$ cat src/rtl/uart_rx_fifo.sv
// rtl/uart_rx_fifo.sv - UART receiver (8N1, or 8E1 with UART_RX_PARITY_EN) feeding a byte FIFO with a valid/ready port
`timescale 1ns/1ps

module uart_rx_fifo #(
    parameter int CLKS_PER_BIT = 434,
    parameter int FIFO_DEPTH   = 8
) (
    input  logic                          clk,
    input  logic                          rst,
    input  logic                          i_rx,
    output logic [7:0]                    o_data,
    output logic                          o_valid,
    input  logic                          i_ready,
    output logic                          o_frame_err,
    output logic                          o_parity_err,
    output logic                          o_overflow,
    output logic [$clog2(FIFO_DEPTH):0]   o_count
);

    localparam int CW = $clog2(CLKS_PER_BIT);
    localparam int AW = $clog2(FIFO_DEPTH);
    localparam logic [CW-1:0] CNT_HALF = CW'(CLKS_PER_BIT / 2 - 1);
    localparam logic [CW-1:0] CNT_LAST = CW'(CLKS_PER_BIT - 1);
    localparam logic [AW:0]   FULL_CNT = (AW + 1)'(FIFO_DEPTH);

`ifdef UART_RX_PARITY_EN
    typedef enum logic [2:0] {S_IDLE, S_START, S_DATA, S_PARITY, S_STOP, S_BREAK} state_t;
`else
    typedef enum logic [2:0] {S_IDLE, S_START, S_DATA, S_STOP, S_BREAK} state_t;
`endif

    logic          rx_meta_q, rx_s_q;
    state_t        state_q, state_d;
    logic [CW-1:0] cnt_q, cnt_d;
    logic [2:0]    idx_q, idx_d;
    logic [7:0]    shreg_q, shreg_d;
    logic          push_req;
    logic          frame_err_q, frame_err_d;
`ifdef UART_RX_PARITY_EN
    logic          par_q, par_d;
    logic          parity_err_q, parity_err_d;
`endif

    always_comb begin
        state_d     = state_q;
        cnt_d       = cnt_q;
        idx_d       = idx_q;
        shreg_d     = shreg_q;
        push_req    = 1'b0;
        frame_err_d = 1'b0;
`ifdef UART_RX_PARITY_EN
        par_d        = par_q;
        parity_err_d = 1'b0;
`endif
        case (state_q)
            S_IDLE: begin
                if (!rx_s_q) begin
                    state_d = S_START;
                    cnt_d   = '0;
                end
            end
            S_START: begin
                if (cnt_q == CNT_HALF) begin
                    cnt_d   = '0;
                    idx_d   = 3'd0;
                    state_d = rx_s_q ? S_IDLE : S_DATA;
                end else begin
                    cnt_d = cnt_q + 1'b1;
                end
            end
            S_DATA: begin
                if (cnt_q == CNT_LAST) begin
                    cnt_d   = '0;
                    shreg_d = {rx_s_q, shreg_q[7:1]};
                    idx_d   = idx_q + 3'd1;
                    if (idx_q == 3'd7) begin
`ifdef UART_RX_PARITY_EN
                        state_d = S_PARITY;
`else
                        state_d = S_STOP;
`endif
                    end
                end else begin
                    cnt_d = cnt_q + 1'b1;
                end
            end
`ifdef UART_RX_PARITY_EN
            S_PARITY: begin
                if (cnt_q == CNT_LAST) begin
                    cnt_d   = '0;
                    par_d   = rx_s_q;
                    state_d = S_STOP;
                end else begin
                    cnt_d = cnt_q + 1'b1;
                end
            end
`endif
            S_STOP: begin
                if (cnt_q == CNT_LAST) begin
                    cnt_d = '0;
                    if (!rx_s_q) begin
                        frame_err_d = 1'b1;
                        state_d     = S_BREAK;
`ifdef UART_RX_PARITY_EN
                    end else if ((^shreg_q) ^ par_q) begin
                        parity_err_d = 1'b1;
                        state_d      = S_IDLE;
`endif
                    end else begin
                        push_req = 1'b1;
                        state_d  = S_IDLE;
                    end
                end else begin
                    cnt_d = cnt_q + 1'b1;
                end
            end
            S_BREAK: begin
                // Only a returning-high line re-arms start detection.
                if (rx_s_q) state_d = S_IDLE;
            end
            default: state_d = S_IDLE;
        endcase
    end

    always_ff @(posedge clk) begin
        if (rst) begin
            rx_meta_q   <= 1'b1;
            rx_s_q      <= 1'b1;
            state_q     <= S_IDLE;
            cnt_q       <= '0;
            idx_q       <= 3'd0;
            shreg_q     <= 8'h00;
            frame_err_q <= 1'b0;
        end else begin
            rx_meta_q   <= i_rx;
            rx_s_q      <= rx_meta_q;
            state_q     <= state_d;
            cnt_q       <= cnt_d;
            idx_q       <= idx_d;
            shreg_q     <= shreg_d;
            frame_err_q <= frame_err_d;
        end
    end

`ifdef UART_RX_PARITY_EN
    always_ff @(posedge clk) begin
        if (rst) begin
            par_q        <= 1'b0;
            parity_err_q <= 1'b0;
        end else begin
            par_q        <= par_d;
            parity_err_q <= parity_err_d;
        end
    end
    assign o_parity_err = parity_err_q;
`else
    assign o_parity_err = 1'b0;
`endif

    logic [7:0]    mem_q [FIFO_DEPTH];
    logic [AW-1:0] wr_ptr_q, rd_ptr_q;
    logic [AW:0]   count_q;
    logic          overflow_q;
    logic          full, valid, pop, push;

    assign full  = (count_q == FULL_CNT);
    assign valid = (count_q != '0);
    assign pop   = valid & i_ready;
    // A pop in the same cycle frees the slot, so a full FIFO can still accept.
    assign push  = push_req & (~full | pop);

    always_ff @(posedge clk) begin
        if (push) mem_q[wr_ptr_q] <= shreg_q;
    end

    always_ff @(posedge clk) begin
        if (rst) begin
            wr_ptr_q   <= '0;
            rd_ptr_q   <= '0;
            count_q    <= '0;
            overflow_q <= 1'b0;
        end else begin
            if (push) wr_ptr_q <= wr_ptr_q + AW'(1);
            if (pop)  rd_ptr_q <= rd_ptr_q + AW'(1);
            case ({push, pop})
                2'b10:   count_q <= count_q + 1'b1;
                2'b01:   count_q <= count_q - 1'b1;
                default: count_q <= count_q;
            endcase
            if (push_req & full & ~pop) overflow_q <= 1'b1;
        end
    end

    assign o_valid     = valid;
    assign o_data      = valid ? mem_q[rd_ptr_q] : 8'h00;
    assign o_count     = count_q;
    assign o_overflow  = overflow_q;
    assign o_frame_err = frame_err_q;

endmodule

$ cat config.mk
export PLATFORM = sky130hd
export DESIGN_NAME = uart_rx_fifo
export DESIGN_NICKNAME = d
export VERILOG_FILES = /design/src/rtl/uart_rx_fifo.sv
export SDC_FILE = /design/constraint.sdc
export NUM_CORES = 1
export LEC_CHECK = 0
export BUFFER_PORTS_ARGS = -buffer_cell sky130_fd_sc_hd__buf_2
export CORE_ASPECT_RATIO = 1.2
export CORE_MARGIN = 2
export CORE_UTILIZATION = 50
export DETAILED_ROUTE_END_ITERATION = 6
export GPL_TIMING_DRIVEN = 0
export PLACE_DENSITY = 0.7
export SLEW_MARGIN = 5
export SYNTH_ARGS = -nofsm -noshare
export SYNTH_HDL_FRONTEND = slang
export SYNTH_SLANG_ARGS = --single-unit
$ cat constraint.sdc
create_clock -name clk -period 2.6 [get_ports clk]
set_input_delay 0.26 -clock clk [delete_from_list [all_inputs] [get_ports clk]]
set_output_delay 0.26 -clock clk [all_outputs]
set_load 0.02 [all_outputs]
[Word level (Yosys, flattened, before mapping)]
Memory sizes are Yosys's and may differ from the RTL's. A register that Yosys moved wholly into a read port is not among the register bits.
Cells that the tools add are included.
Cells by class
  bitwise operators: 9
  multiplexer cells: 26
  eq/ne operators: 16
  reduce and logical (&&, ||, !) cells: 11
  add/subtract/negate cells: 6
Operator list (number)
  $mux 3: 11
  $mux 9: 3
  $pmux 9 s3: 1
  $pmux 3 s5: 1
  $ne 2x2->1 const B: 6
  $add 3x1->3 const B: 3
  $add 9x1->9 const B: 1
  $eq 9x8->1 const B: 1
  $eq 9x9->1 const B: 1
  $mux 8: 1
  $pmux 4 s2: 1
  $eq 3x2->1 const B: 2
  $eq 3x3->1 const B: 2
  $mux 1: 6
  $pmux 3 s2: 1
  $reduce_and 6->1: 1
  $add 4x1->4 const B: 1
  $and 1x1->1: 4
  $eq 4x4->1 const B: 1
  $not 1->1: 4
  $reduce_and 2->1: 2
  $reduce_bool 2->1: 2
  $reduce_bool 4->1: 1
  $sub 4x1->4 const B: 1
  10 further kinds: 10
Word-level totals
  bits in registers: 37
  RAM bits: 64
  memories kept: 1
  output and inout port bits: 16
  bits of input ports: 4
  word-level logic and storage cells: 80
Memories
  mem_q: words 8, bits a word 8, rd ports 1, clocked after memory_dff 1, wr ports 1, RTL line 160  | logic [7:0] mem_q [FIFO_DEPTH];

[Depth between registers and ports, before layout]
  depth after elaboration: 6
  depth in mapped cells: 11
  mapped depth without buffers: 11

[Least setup slack after synthesis]
Ideal clock, no wire load.
  path kind: register to register
  from: register cnt_q[2]
  to: memory mem_q[0][0] (enable)
  path slack: -0.131 ns
  data required time: 2.205 ns
  library setup time: 0.395 ns
  arrival: 2.336 ns
  buffers on the path: 1
  cell stages (with the launch flop): 6
  cells stage by stage: dfxtp_1 -> or4b_1 -> buf_6 -> nor3_4 -> nand2_1 -> nor4_1
Between the ends
  longest elaborated chain between the ends: 6
RTL lines
  from (decl): RTL line 34  | logic [CW-1:0] cnt_q, cnt_d;
  from (signal assigned): RTL line 138  | cnt_q <= cnt_d;
  $eq 9x9->1: RTL line 99  | if (cnt_q == CNT_LAST) begin
  $mux 1: RTL line 99
  $mux 1: RTL line 55  | case (state_q)
  $and 1x1->1: RTL line 170  | assign push = push_req & (~full | pop);
  $mux 1: RTL line 173  | if (push) mem_q[wr_ptr_q] <= shreg_q;
  $mux 1 (not written as such): RTL line 173
  to (decl): RTL line 160
No other way between the ends.

[Worst setup path in the final report]
  from: register cnt_q[2]
  to: memory mem_q[5][6] (enable)
The elaborated chain is that of the path after synthesis.

==> impl_metrics.tcl <==
set metrics [dict create \
    synth_cells 337 \
    route.vias.total 2798 \
    internal-power_mw 2.100 \
    fmax_mhz 396.3 \
    critical-path-top-delay-family "simple AND/OR/NAND/NOR gates" \
    start_util_pct 51.86 \
    multiInputGateArea_mm2 0.001723 \
    hp-class "in2reg" \
    dpl-instance-area_mm2 0.004713 \
    synth_fp_nets 349 \
    max_slew_margin_pct 57.92 \
    setup-tns-final_ps 0 \
    viasPerCell 5.653 \
    fill_cells 720 \
    std_cell_rows 37 \
    cts_tree "built" \
    synth_seq_area_share_pct 60.97 \
    worstPathCellList "or4b_4, buf_6, nor3_4, nand3_1, nor2_2" \
    power.leakage_nw 1.690 \
    path_clk_slew_ps 90 \
    grt_max_degree 19 \
    synth_edf_count 64 \
    fp.dieW_um 90.27 \
    crit_path_end_kind "flop" \
    routedWlPerCell_um 16.94 \
    yosys.area.top_type_share_pct 43.04 \
    critPathKind "reg2reg" \
    clk_path_buf_depth 2 \
    ir_drop_v 0.0003092 \
    dieArea_mm2 0.009706 \
    slew_viol_final 0 \
    core-area_mm2 0.008611 \
    numCtsBuffers 9 \
    cap_viol_max_count 0 \
    gp_congestion 0.8220 \
    grt_usage_pct 18.39 \
    status "finished clean" \
    design_area_mm2 0.005075 \
    synth_top_area_cell "edfxtp_1" \
    drt_iter0_markers 184 \
    synth_most_common_cell "edfxtp_1" \
    postRouteAntennaNets 0 \
    p_comb_share_pct 1.4 \
    drt_first_pass_iters 4 \
    crit_buf_inv 1 \
    power_density_mw_per_mm2 527.0 \
    die_h_um 107.5 \
    clock-sinks 104 \
    fin_skew_ps 9.812 \
    hold_viol 0 \
    crit_required_ps 2600 \
    power_switching_share_pct 21.47 \
    nets 385 \
    setup_slack_ps 76.87 \
    p_clk_share_pct 33.8 \
    n_antenna_cell 0 \
    drcViolationCount 0 \
    ys_ff_latch 104 \
    cts-root-buf "clkbuf_8" \
    synth_area_mm2 0.004466 \
    antenna_found_initial 0 \
    io-pin-count 20 \
    postSynthAreaPerCell_um2 13.25 \
    pre_cts_ws_ps -664.1 \
    wl_um 8387 \
    post-route-min-period_ps 2523 \
    syn2layout_area_growth_pct 13.65 \
    cp-start-kind "flop" \
    ys.flop_type "edfxtp_1" \
    fin_cells 495 \
    ys_top_cells_by_count "edfxtp_1, dfxtp_1, nor2_1" \
    drive_gt1_share_pct 22.75 \
    htree_levels 3 \
    cp.arrival_ps 2530 \
    gr-total-overflow 0 \
    ys.warnings.count 0 \
    p_seq_share_pct 64.8 \
    rsz0062_at_grt "true" \
    portBuffers 18 \
    whs_ps 84.46 \
    worst_slew_pin_slew_ps 626.4 \
    post-route-util_pct 58.94 \
    cts-hold-fix-buffers 0 \
    grt_pass1_vias 2764 \
    fin_crit_sh_pct 97.04 \
    grt_pass1_wl_um 13600 \
    synthDistinctLibCells 55 \
    finalSetupViolCount 0 \
    cp_max_fo 8 \
    placed_cells 472 \
    clk_latency_ps 360 \
    switching_power_mw 0.5742 \
    synth-async-reset-ratio_pct 0 \
    register_area_mm2 0.002730 \
    synth_area_leaders "edfxtp_1, dfxtp_1, mux4_2" \
    slowest_delay_ps 560 \
    hpwl_um 5572 \
    p_total_mw 2.674 \
    slowest_stage "nor2_2" \
]
layout by cell type (no fill, tap or decap), types with 3 or more instances in the layout:
cell and count:
and2_1 4, o21a_1 3, nor2_1 30, nand3b_1 3
ha_1 7, clkbuf_1 13, dfxtp_1 36, nor2_2 3
inv_1 6, buf_2 18, edfxtp_1 64, mux4_2 16
nor2b_1 6, nor3_1 7, nand2b_1 8, clkinvlp_4 3
nand2_1 15, a21oi_1 17, nand3_1 7, buf_12 3
nor3_4 5, clkbuf_8 9, o21ai_0 4, a211oi_1 3
mux2i_1 20, nand4_1 5, nor4_4 3, buf_4 8
o22ai_1 6, dfxtp_2 3
cells by family (layout without fill, tap and decap cells):
| kind of cell | Yosys count | count (layout) | share of synthesized area (%) |
|---|---|---|---|
| adders and majority gates | 8 | 8 | 2.242 |
| AOI/OAI and AO/OA | 44 | 44 | 6.192 |
| xor gates and xnor gates | 3 | 3 | 0.5885 |
| DFF | 104 | 104 | 60.97 |
| other | 1 | 1 | 0.08398 |
| buffers and inverters | 25 | 66 | 2.465 |
| muxes | 40 | 40 | 13.65 |
| and+or+nand+nor | 112 | 112 | 13.81 |
metal layers:
layer  track usage [%]  share of wire, %  vias up
li1                  -                 -     1344
met1             22.15                40     1369
met2             32.92                54       72
met3             2.591               4.1       13
met4             8.352               1.7        0
met5                 0                 0        -
flip-flops by register name, indices dropped and copies added (netlist names), named ones only:
name / cells
idx_q: 3
rx_meta_q: 1
mem_q: 64
o_overflow: 1
rx_s_q: 1
rd_ptr_q: 3
state_q: 3
o_count: 4
wr_ptr_q: 3
o_frame_err: 1
cnt_q: 9
shreg_q: 8
what timing repair did:
item / in CTS / in global routing
resized for setup: 14 / 8
endpoints found under the hold margin: 0 / 0
setup buffers: 5 / 4
pin swaps: 4 / 4
endpoints found under the setup margin: 73 / 58
layout make-up:
cell class | instances | area share, %
Sequential cell | 104 | 53.80
Multi-Input combinational cell | 208 | 33.95
Timing Repair Buffer | 27 | 3.846
Tap cell | 117 | 2.885
Clock buffer | 11 | 2.589
Buffer | 17 | 1.652
Clock inverter | 5 | 0.8383
Inverter | 6 | 0.4438
worst paths after layout:
kind | to | depth (start not counted) | start | slack (ps)
max | mem_q[5][6]$_DFFE_PP_ | 5 | cnt_q[2]$_SDFFE_PP0P_ | 80
min reg2reg | rx_s_q$_SDFF_PP1_ | 1 | rx_meta_q$_SDFF_PP1_ | 420
max reg2reg | mem_q[5][6]$_DFFE_PP_ | 5 | cnt_q[2]$_SDFFE_PP0P_ | 80
min | rx_meta_q$_SDFF_PP1_ | 2 | i_rx | 80
power by group through the flow:
| stage | combinational (mW) | clock, mW | sequential, mW |
|---|---|---|---|
| final | 0.0381 | 0.904 | 1.73 |
| after global routing | 0.0431 | 0.996 | 1.73 |
| after CTS | 0.0384 | 0.928 | 1.73 |
| after detailed placement | 0.0380 | 0 | 1.77 |
| after global placement | 0.0374 | 0 | 1.77 |
| after floorplan | 0.0247 | 0 | 1.77 |
Power figures use the tool's default switching activity.
